==> config.mk <==
export PLATFORM = sky130hd
export DESIGN_NAME = pixel_shift_accumulator
export DESIGN_NICKNAME = d
export VERILOG_FILES = /design/src/rtl/pixel_shift_pkg.sv /design/src/rtl/pixel_shift_acc_mem.sv /design/src/rtl/pixel_shift_accumulator.sv
export SDC_FILE = /design/constraint.sdc
export NUM_CORES = 1
export LEC_CHECK = 0
export CAP_MARGIN = 25
export CORE_MARGIN = 3
export CORE_UTILIZATION = 29
export CTS_CLUSTER_DIAMETER = 150
export DETAILED_ROUTE_END_ITERATION = 7
export GPL_ROUTABILITY_DRIVEN = 0
export PLACE_DENSITY = 0.47
export SETUP_SLACK_MARGIN = 0.2
export SYNTH_ARGS = -nofsm -noshare
export SYNTH_HDL_FRONTEND = slang
export SYNTH_HIERARCHICAL = 1
export SYNTH_SLANG_ARGS = --single-unit
==> constraint.sdc <==
create_clock -name clock -period 4.2 [get_ports clock]
set_clock_uncertainty 0.2 [all_clocks]
set_input_delay 0.42 -clock clock [delete_from_list [all_inputs] [get_ports clock]]
set_output_delay 0.42 -clock clock [all_outputs]
set_load 0.05 [all_outputs]
==> src/rtl/pixel_shift_pkg.sv <==
// Purpose: shared FSM state type, accumulator-width function and channel-lane pack/unpack helpers.
// Latency: none (declarations only).
// Backpressure: none (declarations only).
// Lane helpers work on a BUS_MAX-bit carrier with lanes up to LANE_MAX bits; CHANNELS*ACC_W must fit in BUS_MAX.
package pixel_shift_pkg;

    typedef enum logic [1:0] {
        IDLE  = 2'd0,
        ACCUM = 2'd1,
        DRAIN = 2'd2
    } state_t;

    localparam int LANE_MAX = 32;
    localparam int BUS_MAX  = 128;

    // Summing N_SHIFTS samples of PIX_W bits needs log2(N_SHIFTS) extra bits.
    function automatic int acc_width(input int pix_w, input int n_shifts);
        return pix_w + $clog2(n_shifts);
    endfunction

    // Extract lane 'lane' of width 'w', zero-extended to LANE_MAX bits.
    function automatic logic [LANE_MAX-1:0] lane_get(input logic [BUS_MAX-1:0] bus,
                                                     input int lane, input int w);
        return LANE_MAX'(bus >> (lane * w)) & ((LANE_MAX'(1) << w) - LANE_MAX'(1));
    endfunction

    // Replace lane 'lane' of width 'w' with the low w bits of val.
    function automatic logic [BUS_MAX-1:0] lane_put(input logic [BUS_MAX-1:0] bus,
                                                    input int lane, input int w,
                                                    input logic [LANE_MAX-1:0] val);
        logic [BUS_MAX-1:0] mask;
        mask = ((BUS_MAX'(1) << w) - BUS_MAX'(1)) << (lane * w);
        return (bus & ~mask) | ((BUS_MAX'(val) << (lane * w)) & mask);
    endfunction

endpackage

==> src/rtl/pixel_shift_acc_mem.sv <==
// Purpose: TILE_PIX-entry accumulator array, one CHANNELS*ACC_W word per pixel.
// Latency: rmw read combinational; write lands next edge; drain read registered (1 cycle).
// Backpressure: none; rd_en gates the drain register so the caller can hold it.
// Ports: clock/reset_n; wr_en/wr_addr/wr_data write; rmw_addr->rmw_data async read; rd_en/rd_addr->rd_data registered read.
module pixel_shift_acc_mem #(
    parameter  int TILE_PIX = 16,
    parameter  int WIDTH    = 30,
    localparam int AW       = $clog2(TILE_PIX)
) (
    input  logic             clock,
    input  logic             reset_n,
    input  logic             wr_en,
    input  logic [AW-1:0]    wr_addr,
    input  logic [WIDTH-1:0] wr_data,
    input  logic [AW-1:0]    rmw_addr,
    output logic [WIDTH-1:0] rmw_data,
    input  logic             rd_en,
    input  logic [AW-1:0]    rd_addr,
    output logic [WIDTH-1:0] rd_data
);

    // No reset on the array: the first sub-frame of a tile overwrites every entry.
    logic [WIDTH-1:0] mem [TILE_PIX];
    logic [WIDTH-1:0] rd_q;

    assign rmw_data = mem[rmw_addr];
    assign rd_data  = rd_q;

    always_ff @(posedge clock) begin
        if (wr_en) begin
            mem[wr_addr] <= wr_data;
        end
    end

    always_ff @(posedge clock or negedge reset_n) begin
        if (!reset_n) begin
            rd_q <= '0;
        end else if (rd_en) begin
            rd_q <= mem[rd_addr];
        end
    end

endmodule

==> src/rtl/pixel_shift_accumulator.sv <==
// Purpose: accumulate N_SHIFTS sub-frames of a TILE_PIX-pixel tile per channel, then stream the averaged tile.
// Latency: first output beat 1 cycle after entering DRAIN, then 1 pixel/cycle.
// Backpressure: in_ready high only in ACCUM; output register holds data/last while out_valid && !out_ready.
// Ports: start/abort control; in_valid/in_ready/in_data input stream; out_valid/out_ready/out_data/out_last
//        output stream; busy (state != IDLE); tile_done pulse after the last output beat is accepted.
// Build option: define PIXSHIFT_ROUND_EN for round-half-up averaging with saturation; otherwise truncating.
module pixel_shift_accumulator
    import pixel_shift_pkg::*;
#(
    parameter int CHANNELS = 3,
    parameter int PIX_W    = 8,
    parameter int N_SHIFTS = 4,
    parameter int TILE_PIX = 16
) (
    input  logic                      clock,
    input  logic                      reset_n,
    input  logic                      start,
    input  logic                      abort,
    input  logic                      in_valid,
    output logic                      in_ready,
    input  logic [CHANNELS*PIX_W-1:0] in_data,
    output logic                      out_valid,
    input  logic                      out_ready,
    output logic [CHANNELS*PIX_W-1:0] out_data,
    output logic                      out_last,
    output logic                      busy,
    output logic                      tile_done
);

    localparam int ACC_W = acc_width(PIX_W, N_SHIFTS);
    localparam int SW    = $clog2(N_SHIFTS);
    localparam int AW    = $clog2(TILE_PIX);
    localparam int DW    = CHANNELS * PIX_W;
    localparam int MW    = CHANNELS * ACC_W;
    localparam logic [AW-1:0] LAST_ADDR  = AW'(TILE_PIX - 1);
    localparam logic [SW-1:0] LAST_SHIFT = SW'(N_SHIFTS - 1);

    state_t         state, state_nxt;
    logic [AW-1:0]  addr;
    logic [AW-1:0]  addr_inc;
    logic [SW-1:0]  shift;
    logic           accept, tile_end, drain_load, drain_fin;
    logic [MW-1:0]  rmw_data, wr_data, rd_data;
    logic [BUS_MAX-1:0]  wr_bus, out_bus;
    logic [LANE_MAX-1:0] smp, accv, sumv, drn, pixv;
    logic           unused_bus_bits;

    assign in_ready = (state == ACCUM);
    assign busy     = (state != IDLE);
    assign addr_inc = (addr == LAST_ADDR) ? '0 : addr + AW'(1);

    // abort beats any handshake in the same cycle, so nothing is written.
    assign accept     = in_valid && in_ready && !abort;
    assign tile_end   = accept && (shift == LAST_SHIFT) && (addr == LAST_ADDR);
    assign drain_fin  = (state == DRAIN) && out_valid && out_ready && out_last;
    // Load the output register when it is empty or being consumed, until the last pixel is in it.
    assign drain_load = (state == DRAIN) && !abort && (!out_valid || out_ready)
                        && !(out_valid && out_last);

    always_ff @(posedge clock or negedge reset_n) begin
        if (!reset_n) begin
            state <= IDLE;
        end else begin
            state <= state_nxt;
        end
    end

    always_comb begin
        state_nxt = state;
        if (abort) begin
            state_nxt = IDLE;
        end else begin
            case (state)
                IDLE:    if (start)     state_nxt = ACCUM;
                ACCUM:   if (tile_end)  state_nxt = DRAIN;
                DRAIN:   if (drain_fin) state_nxt = IDLE;
                default: state_nxt = IDLE;
            endcase
        end
    end

    // addr is the write pointer in ACCUM and the read pointer in DRAIN; it wraps to 0
    // at the end of each phase, so DRAIN starts at pixel 0 without an explicit clear.
    always_ff @(posedge clock or negedge reset_n) begin
        if (!reset_n) begin
            addr      <= '0;
            shift     <= '0;
            out_valid <= 1'b0;
            out_last  <= 1'b0;
            tile_done <= 1'b0;
        end else begin
            tile_done <= 1'b0;
            if (abort) begin
                addr      <= '0;
                shift     <= '0;
                out_valid <= 1'b0;
                out_last  <= 1'b0;
            end else begin
                if (state == IDLE && start) begin
                    addr  <= '0;
                    shift <= '0;
                end
                if (accept) begin
                    addr <= addr_inc;
                    if (addr == LAST_ADDR) begin
                        shift <= shift + SW'(1);
                    end
                end
                if (drain_load) begin
                    addr      <= addr_inc;
                    out_valid <= 1'b1;
                    out_last  <= (addr == LAST_ADDR);
                end else if (out_valid && out_ready) begin
                    out_valid <= 1'b0;
                    out_last  <= 1'b0;
                end
                if (drain_fin) begin
                    tile_done <= 1'b1;
                end
            end
        end
    end

    pixel_shift_acc_mem #(
        .TILE_PIX (TILE_PIX),
        .WIDTH    (MW)
    ) u_acc_mem (
        .clock    (clock),
        .reset_n  (reset_n),
        .wr_en    (accept),
        .wr_addr  (addr),
        .wr_data  (wr_data),
        .rmw_addr (addr),
        .rmw_data (rmw_data),
        .rd_en    (drain_load),
        .rd_addr  (addr),
        .rd_data  (rd_data)
    );

    // Read-modify-write: sub-frame 0 overwrites, later sub-frames add.
    always_comb begin
        wr_bus = '0;
        smp    = '0;
        accv   = '0;
        sumv   = '0;
        for (int c = 0; c < CHANNELS; c++) begin
            smp    = lane_get(BUS_MAX'(in_data), c, PIX_W);
            accv   = lane_get(BUS_MAX'(rmw_data), c, ACC_W);
            sumv   = (shift == '0) ? smp : accv + smp;
            wr_bus = lane_put(wr_bus, c, ACC_W, sumv);
        end
    end
    assign wr_data = wr_bus[MW-1:0];

`ifdef PIXSHIFT_ROUND_EN
    localparam logic [LANE_MAX-1:0] PIX_MAX = LANE_MAX'((1 << PIX_W) - 1);
`endif

    // Averaging on the registered drain word; out_data is stable whenever rd_data is held.
    always_comb begin
        out_bus = '0;
        drn     = '0;
        pixv    = '0;
        for (int c = 0; c < CHANNELS; c++) begin
            drn = lane_get(BUS_MAX'(rd_data), c, ACC_W);
`ifdef PIXSHIFT_ROUND_EN
            // Only ACC_W+1 bits of this sum are ever non-zero.
            pixv = (drn + LANE_MAX'(N_SHIFTS / 2)) >> SW;
            if (pixv > PIX_MAX) begin
                pixv = PIX_MAX;
            end
`else
            pixv = drn >> SW;
`endif
            out_bus = lane_put(out_bus, c, PIX_W, pixv);
        end
    end
    assign out_data = out_bus[DW-1:0];

    assign unused_bus_bits = ^{wr_bus[BUS_MAX-1:MW], out_bus[BUS_MAX-1:DW]};

endmodule

=== Yosys cells after proc, flatten, opt, wreduce, memory -nomap -nowiden ===
Memory sizes are Yosys's and may differ from the RTL's.
Cells that the tools add are included.

* Bits in writable memories: 480
* Logic and storage cells: 73
* Register bits after elaboration: 41
* Output and inout port bits: 29
* Input bits: 30
* Memories kept: 1

* $add $sub $neg: 5
* Equal/unequal tests: 7
* Reductions and logical operators: 23
* Muxes and demuxes: 26
* Bitwise logic cells: 4

{| class="wikitable"
|+ Memories
! name !! depth !! bits a word !! rd ports !! clocked after memory_dff !! wr ports !! line !! RTL
|-
| u_acc_mem.mem || 16 || 30 || 1 || 0 || 1 || pixel_shift_acc_mem.sv:23 || <nowiki>logic [WIDTH-1:0] mem [TILE_PIX];</nowiki>
|}

{| class="wikitable"
|+ Operators with widths
! operator !! number
|-
| adder 10 x 8 -> 10 bit || 3
|-
| 2-to-1 mux 10 bit || 3
|-
| OR 20 x 30 -> 30 bit || 1
|-
| OR 16 x 24 -> 24 bit || 1
|-
| 2-to-1 mux 4 bit || 5
|-
| OR 10 x 20 -> 20 bit || 1
|-
| 2-to-1 mux 2 bit || 8
|-
| OR 8 x 16 -> 16 bit || 1
|-
| logical AND 1 bit || 13
|-
| 2-to-1 mux 1 bit || 9
|-
| != test 3 bit, second input constant || 2
|-
| one-hot mux 2 bit (3 select lines) || 1
|-
| adder 4 x 1 -> 4 bit, second input constant || 1
|-
| == test 2 bit, second input constant || 2
|-
| == test 4 bit, second input constant || 1
|-
| zero test 2 bit || 2
|-
| nonzero test 4 bit || 1
|-
| zero test 1 bit || 3
|-
| != test 3 x 2 -> 1 bit, second input constant || 1
|-
| AND reduction 3 bit || 1
|-
| nonzero test 3 bit || 1
|-
| adder 2 x 1 -> 2 bit, second input constant || 1
|-
| == test 2 x 1 -> 1 bit, second input constant || 1
|-
| nonzero test 2 bit || 1
|-
| logical OR 1 bit || 1
|}

=== Logic depth before layout (Yosys ltp) ===
Gate-level depths: netlist (run 1).

* Word-level depth: 8
* Depth in mapped cells: 10
* Mapped depth without buffers: 8

=== By module ===
The synthesis (run 1) kept the hierarchy.

{| class="wikitable"
|+ By module, submodules not included
! module !! cells each !! area each (sq um) !! times used !! sequential area each (sq um)
|-
| pixel_shift_acc_mem || 1004 || 22624.2 || 1 || 15164.5
|-
| pixel_shift_accumulator || 297 || 2267.2 || 1 || 275.3
|}

=== Least setup slack after synthesis (run 1) ===
Ideal clock, no wire load.

* Path kind: input port to flip-flop
* From: input abort
* To: memory u_acc_mem.mem[0][0], enable pin
* Cell stages on the path: 6
* Arrival time: 3537 ps
* Path buffers: 1
* Path slack: 8 ps
* Setup time: 455 ps
* Required time: 3545 ps
* Cells stage by stage: buf_2 > nor2_1 > nand3_1 > inv_1 > or3b_2 > nor3_1

* Word-level cells in the longest chain between the ends: 4

{| class="wikitable"
|+ Ends and longest elaborated chain
! what !! line !! RTL
|-
| start: declaration || pixel_shift_accumulator.sv:18 || <nowiki>input logic abort,</nowiki>
|-
| zero test 1 bit || pixel_shift_accumulator.sv:53 || <nowiki>assign accept = in_valid && in_ready && !abort;</nowiki>
|-
| logical AND 1 bit || pixel_shift_accumulator.sv:53 ||
|-
| via accept || pixel_shift_accumulator.sv:42 || <nowiki>logic accept, tile_end, drain_load, drain_fin;</nowiki>
|-
| 2-to-1 mux 1 bit || pixel_shift_acc_mem.sv:30 || <nowiki>if (wr_en) begin</nowiki>
|-
| 2-to-1 mux 1 bit (implied by the code) || pixel_shift_acc_mem.sv:31 || <nowiki>mem[wr_addr] <= wr_data;</nowiki>
|-
| end: declaration || pixel_shift_acc_mem.sv:23 ||
|}

The timed path passes the listed nets, and every way through them passes these cells.

=== Final worst setup path (run 1) ===
* From: register addr[0]
* To: memory u_acc_mem.mem[2][29], data pin

* Word-level cells in the longest chain between the ends: 4

{| class="wikitable"
|+ Ends and longest elaborated chain
! what !! line !! RTL
|-
| start: declaration || pixel_shift_accumulator.sv:39 || <nowiki>logic [AW-1:0] addr;</nowiki>
|-
| start signal: assignment || pixel_shift_accumulator.sv:104 || <nowiki>addr <= addr_inc;</nowiki>
|-
| start signal: assignment || pixel_shift_accumulator.sv:110 || <nowiki>addr <= addr_inc;</nowiki>
|-
| memory (16 x 30 bit) || -- ||
|-
| via rmw_data[23] || pixel_shift_accumulator.sv:43 || <nowiki>logic [MW-1:0] rmw_data, wr_data, rd_data;</nowiki>
|-
| adder 10 x 8 -> 10 bit || pixel_shift_accumulator.sv:149 || <nowiki>sumv = (shift == '0) ? smp : accv + smp;</nowiki>
|-
| 2-to-1 mux 10 bit || pixel_shift_accumulator.sv:149 ||
|-
| via sumv[9] || pixel_shift_accumulator.sv:45 || <nowiki>logic [LANE_MAX-1:0] smp, accv, sumv, drn, pixv;</nowiki>
|-
| OR 20 x 30 -> 30 bit || pixel_shift_pkg.sv:33 || <nowiki>return (bus & ~mask) | ((BUS_MAX'(val) << (lane * w)) & mask);</nowiki>
|}

The timed path passes the listed nets, and every way through them passes these cells.

==> impl_results.md, run 1 <==
- R2r worst-path depth: 11
- Average size of a mapped cell: 19.3 um^2
- Startpoint Class: register
- Hold_ws: 116 ps
- Synth Cell Area: 0.0240 mm^2
- Nets@finish: 1,456
- Crit path max fanout: 16
- LEAKAGE: 9.01 nW
- # IOs: 59
- Root buffer cell: clkbuf_16
- Routed wire length: a little under 70 mm
- Setup TNS: 0 ps
- Critical path class: register to register
- Crit-path max cell delay: 600 ps
- Family with the most delay on the worst path: multiplexers
- Clock buffer depth: 3
- Core ar.: 0.0813 mm^2
- Dpl ws: -12.5 ps
- CP most frequent cell: mux4_2
- Setup-failing EPs final: 0
- Vias in the first global route: 13.9k
- Initial antenna violation count: 0
- Total design power: roughly 11 mW
- Clk Latency, worst-skew pair: 620 ps
- P per Cell Area: 383 mW/mm^2
- Layout cell share with drive strength beyond 1: about 37%
- Flop2flop setup slack: 260 ps
- CTS H-tree depth: 2
- PortBufs: 58
- Via/cell ratio: 5.37
- Clock-pin slew on the worst setup and hold paths: about 60 ps
- CP Data Required Time: 4350 ps
- Post-route ant nets: 0
- Fin. max-slew vios: 0
- Final non-filler cell total: 2,502
- TritonCTS buffer count: 54
- CTS tree: done
- Ys Warns: 6
- Iteration-0 DRC Markers: around 1.2k
- RSZ-0062 raised after global routing: yes
- DRC Markers: 0
- Worst R2R End: u_acc_mem/mem[2][29]$_DFFE_PP_
- Total GRT Usage: between 10% and 20%
- Max-cap violations: 0
- Number of iterations in the first detailed-routing pass: 4
- Critical-path top delay cell: or4b_1
- Final Cycle Share: 93.9%
- IR drop worst, VDD: 0.288 mV
- Setup ws final: between 200 and 300 ps
- Fmax: 254 MHz
- First-pass GRT wire length: 99.5 mm
- DR WL/cell: 27.8 um
- Worst-margin pin slew: 854 ps
- Gr ovfl total: 0
- Die height: 294 um
- Synth Instances: around 1.2k
- Worst path cell trace: buf_12, buf_4, buf_16, mux4_2, mux4_2, ha_4, nand3_1, o211ai_2, nor2_1, or4b_1, buf_6
- Period minus WS final: approximately 3900 ps
- Slew margin rel.: 43.0%
- Reg2reg start: addr[0]$_DFFE_PN0P_
- Hold Vio Cnt, Final: 0
- Via count: 13.4k
- Inst Count DP: 2,373
- Worst Path Arrival: a little over 4000 ps
- Initial Util: between 20% and 30%
- Largest net degree at the start of global routing: 64
- Placed inst area: around 0.027 mm^2
- Die area: around 0.086 mm^2
- Num Clock Sinks: 515
- Detailed placement HPWL: 42.3 mm
- Fillers: between 7k and 8k
- Design Area, Final: approximately 0.029 mm^2
- Post-Syn Nets: 1,307
- Outcome: completed
- Antenna Cells: 0
- Hold Crit Class: primary input to async pin
- Critical path origin: addr[0]$_DFFE_PN0P_
- P&R area growth vs syn: 20.7%
- Crit path buffers/inverters: 4
- Final core occ: 35.7%
- Die width: between 200 and 300 um
- Rows: 104
- Crit path capture type: register
==> registers in the layout, summed over array words and instances, names as in the netlist <==
name               flops
addr                   4
out_last               1
out_valid              1
shift                  2
state                  2
tile_done              1
u_acc_mem/mem        480
u_acc_mem/rd_data     24
==> report_power, final <==
group / total [mW] / switching (mW) / internal, mW / leakage [nW]
Sequential: 5.61 / 0.00708 / 5.60 / 4.90
Clock: 4.88 / 2.07 / 2.81 / 0.890
Combinational: 0.616 / 0.321 / 0.295 / 3.22
==> repair_timing <==
action,CTS,global route
endpoints found under the setup margin,160,173
resized for setup,9,46
hold buffers,1,0
setup buffers,4,15
cloned,1,6
hold endpoints to repair,13,0
pin swaps,0,8
==> cells in the final DEF (no fill, tap or decap), types with 12 or more instances in the layout <==
| cell | n |
|---|---|
| nand2_1 | 25 |
| edfxtp_1 | 480 |
| nor2_1 | 40 |
| inv_1 | 14 |
| nor3_1 | 17 |
| buf_12 | 20 |
| mux2i_1 | 28 |
| clkbuf_16 | 57 |
| nor2_4 | 12 |
| buf_4 | 87 |
| ha_4 | 12 |
| clkinv_2 | 17 |
| a221oi_1 | 25 |
| nand3_1 | 20 |
| o21ai_0 | 28 |
| o22ai_1 | 25 |
| mux4_2 | 246 |
| dfrtp_1 | 31 |
| clkdlybuf4s50_1 | 57 |
==> area by class of cell <==
| class | instances | area (um^2) | area share (%) |
|---|---|---|---|
| clock inverters | 37 | 365 | 1.26 |
| inverters | 15 | 56.3 | 0.194 |
| repair buffers | 177 | 1870 | 6.45 |
| multi-input cells | 633 | 8650 | 29.8 |
| well taps | 1060 | 1330 | 4.57 |
| clock buffers | 65 | 1430 | 4.94 |
| flip-flops and latches | 515 | 15300 | 52.8 |
==> worst max path at each step <==
| stage | end | slack, ps | cells after the start |
|---|---|---|---|
| after floorplan | u_acc_mem/mem[0][0]$_DFFE_PP_ | 8 | 6 |
| after global placement | u_acc_mem/mem[12][29]$_DFFE_PP_ | 10 | 10 |
| after detailed placement | u_acc_mem/mem[2][24]$_DFFE_PP_ | -10 | 9 |
| after CTS | u_acc_mem/mem[8][8]$_DFFE_PP_ | 100 | 11 |
| after global routing | u_acc_mem/mem[8][19]$_DFFE_PP_ | 160 | 10 |
| final | u_acc_mem/mem[2][29]$_DFFE_PP_ | 260 | 11 |
==> layer usage <==
metal,share of wire (%),global-route usage [%]
met3,4.3,2.25
met1,43,21.6
met2,50,26.7
met5,0,0
met4,2.6,4.28
No activity file was read; power rests on OpenSTA's default activity.
==> run 2, diff against run 1 <==
--- a/config.mk
+++ b/config.mk
@@ -7,11 +7,11 @@
 export LEC_CHECK = 0
 export CAP_MARGIN = 25
 export CORE_MARGIN = 3
-export CORE_UTILIZATION = 29
+export CORE_UTILIZATION = 56
 export CTS_CLUSTER_DIAMETER = 150
 export DETAILED_ROUTE_END_ITERATION = 7
 export GPL_ROUTABILITY_DRIVEN = 0
-export PLACE_DENSITY = 0.47
+export PLACE_DENSITY = 0.78
 export SETUP_SLACK_MARGIN = 0.2
 export SYNTH_ARGS = -nofsm -noshare
 export SYNTH_HDL_FRONTEND = slang
==> run 2 against run 1 <==
Compared with the run above: flip-flop and latch count unchanged; core utilization grew 30 points; non-clock buffer count fell by 3; via count up 5.7%; maximum frequency is 0.73% lower; sequential power about the same; first-iteration DRC count rose by 76%; register-to-register slack worse by 30 ps; design area is 3.9% lower; routed wire length fell by 10%; critical path type unchanged; largest cell class unchanged; largest power group unchanged.
==> impl_results.md, run 2 (synthesis gave the netlist of run 1 again) <==
- Outcome: completed
- Worst path cell trace: buf_12, buf_4, mux4_2, mux4_2, ha_1, a21oi_1, o211ai_2, buf_4, nand2_1, or4b_1, buf_4
- First-pass GRT wire length: 92.1 mm
- Hold Crit Class: primary input to async pin
- Clk Latency, worst-skew pair: 580 ps
- Number of iterations in the first detailed-routing pass: 5
- Switching Fraction: 20.5%
- Logic pwr share: 5.3%
- Startpoint Class: register
- LEAKAGE: 8.85 nW
- PortBufs: 58
- Routed wire length: 62.5 mm
- Setup TNS: 0 ps
- Die width: around 210 um
- Post-route ant nets: 0
- Clock-pin slew on the worst setup and hold paths: 60 ps
- Cell internal pwr: 8.39 mW
- DRC Markers: 0
- Antenna Cells: 0
- Rows: 75
- P&R area growth vs syn: 15.9%
- Largest net degree at the start of global routing: 53
- Final Cycle Share: a little over nine tenths
- Via/cell ratio: 7.21
- Die area: 0.0454 mm^2
- Nets@finish: 1,449
- Clock power share: approximately 42%
- Design Area, Final: about 0.028 mm^2
- Setup-failing EPs final: 0
- Placed inst area: 0.0260 mm^2
- Gr ovfl total: 0
- RSZ-0062 raised after global routing: yes
- Period minus WS final: 3970 ps
- DR WL/cell: 31.7 um
- Setup ws final: 226 ps
- Core ar.: 0.0421 mm^2
- Flop2flop setup slack: 230 ps
- Total GRT Usage: 27.9%
- Initial Util: 57.0%
- IR drop worst, VDD: 0.273 mV
- Iteration-0 DRC Markers: around 2.1k
- Fillers: 2,617
- Critical-path top delay cell: mux4_2
- Num Clock Sinks: 515
- Slew margin rel.: 28.6%
- CP most frequent cell: buf_4
- Net Switching: 2.16 mW
- Sequential power share: between 50% and 60%
- Vias in the first global route: 14.4k
- Detailed placement HPWL: 37.1 mm
- Family with the most delay on the worst path: multiplexers
- Max-cap violations: 0
- Dpl ws: between 20 and 25 ps
- Final core occ: 66.1%
- CTS tree: done
- Die height: 213 um
- Initial antenna violation count: 0
- Hold Vio Cnt, Final: 0
- Crit path buffers/inverters: 4
- CTS H-tree depth: 2
- CP Data Required Time: 4320 ps
- Max FFs per register: 480
- P per Cell Area: 379 mW/mm^2
- Largest register by flop count: u_acc_mem/mem
- Critical path class: register to register
- Via count: ~14k
- Crit path max fanout: 16
- TritonCTS buffer count: 51
- Worst-margin pin slew: 1070 ps
- Layout cell share with drive strength beyond 1: between 30% and 40%
- Root buffer cell: clkbuf_16
- Crit-path max cell delay: 530 ps
- Most frequent cells in the layout: 480 x edfxtp_1, 246 x mux4_2, 95 x buf_4
- Fin. max-slew vios: 0
- Clock buffer depth: 3
- Fmax: approximately 250 MHz
- Commonest non-fill, non-tap cell in the layout: edfxtp_1
- # IOs: 59
- Worst Path Arrival: 4090 ps
- Crit path capture type: register
==> run 2: changes by cell type in the layout (fill, tap and decap cells not counted), moves of 4 or more <==
cell	delta
ha_2	+5
clkbuf_8	+7
ha_4	-10
ha_1	+5
clkbuf_1	+8
clkbuf_16	-4
buf_4	+8
clkinv_2	-9
buf_16	-4
bufinv_16	-5
buf_12	-5
==> run 2: power groups by stage <==
stage          Clock, mW  Combinational, mW  Sequential, mW
3_5_place_dp           0              0.526            5.72
3_3_place_gp           0              0.508            5.72
2_1_floorplan          0              0.352            5.71
6_report            4.38              0.563            5.61
4_1_cts             4.44              0.536            5.61
5_1_grt             4.63              0.608            5.61
==> run 2: routing by layer <==
metal / vias to the layer above / track usage, % / routed length, um
li1: 5668 / - / -
met5: - / 0 / 0
met2: 947 / 45.5 / 30800
met4: 0 / 9.57 / 2310
met3: 187 / 4.82 / 6500
met1: 7396 / 39.2 / 22800
==> run 2: repair_timing <==
| action | in CTS | in global routing |
|---|---|---|
| hold buffers | 1 | 0 |
| resized for setup | 10 | 30 |
| setup endpoints to repair | 128 | 160 |
| hold endpoints to repair | 12 | 0 |
| cloned | 1 | 2 |
| pin swaps | 0 | 3 |
| setup buffers | 0 | 7 |
==> run 2: area by class of cell <==
class | instances | area (um^2) | area share (%)
Clock buffer | 78 | 1510 | 5.42
Clock inverter | 16 | 105 | 0.377
Inverter | 15 | 56.3 | 0.202
Multi-Input combinational cell | 632 | 8540 | 30.6
Sequential cell | 515 | 15300 | 54.9
Tap cell | 539 | 674 | 2.42
Timing Repair Buffer | 174 | 1670 | 6.00
==> run 2: worst paths after layout <==
path / from / end / cells past startpoint
worst min register to register: u_acc_mem/rd_data[2]$_DFFE_PN0P_ / u_acc_mem/rd_data[2]$_DFFE_PN0P_ / 2
min in group clock: out_ready / out_valid$_DFFE_PN0P_ / 2
max in group asynchronous: reset_n / state[1]$_DFFE_PN0P_ / 4
worst max-delay path: addr[0]$_DFFE_PN0P_ / u_acc_mem/mem[9][29]$_DFFE_PP_ / 11
worst min-delay path: reset_n / u_acc_mem/rd_data[24]$_DFFE_PN0P_ / 2
worst max register to register: addr[0]$_DFFE_PN0P_ / u_acc_mem/mem[9][29]$_DFFE_PP_ / 11
==> run 2: metrics by stage <==
step | hold slack (ps) | std cells | power [mW]
2_1_floorplan | -75.6 | 1247 | 6.07
3_3_place_gp | 327 | 1863 | 6.22
3_5_place_dp | 244 | 1864 | 6.24
4_1_cts | 170 | 1960 | 10.6
5_1_grt | 195 | 1969 | 10.8
6_report | 179 | 1969 | 10.6
==> run 3, diff against run 2 <==
--- a/config.mk
+++ b/config.mk
@@ -10,7 +10,6 @@
 export CORE_UTILIZATION = 56
 export CTS_CLUSTER_DIAMETER = 150
 export DETAILED_ROUTE_END_ITERATION = 7
-export GPL_ROUTABILITY_DRIVEN = 0
 export PLACE_DENSITY = 0.78
 export SETUP_SLACK_MARGIN = 0.2
 export SYNTH_ARGS = -nofsm -noshare
==> results of run 3 <==
No change in the layout: final DEF, timing and power equal those of run 2.
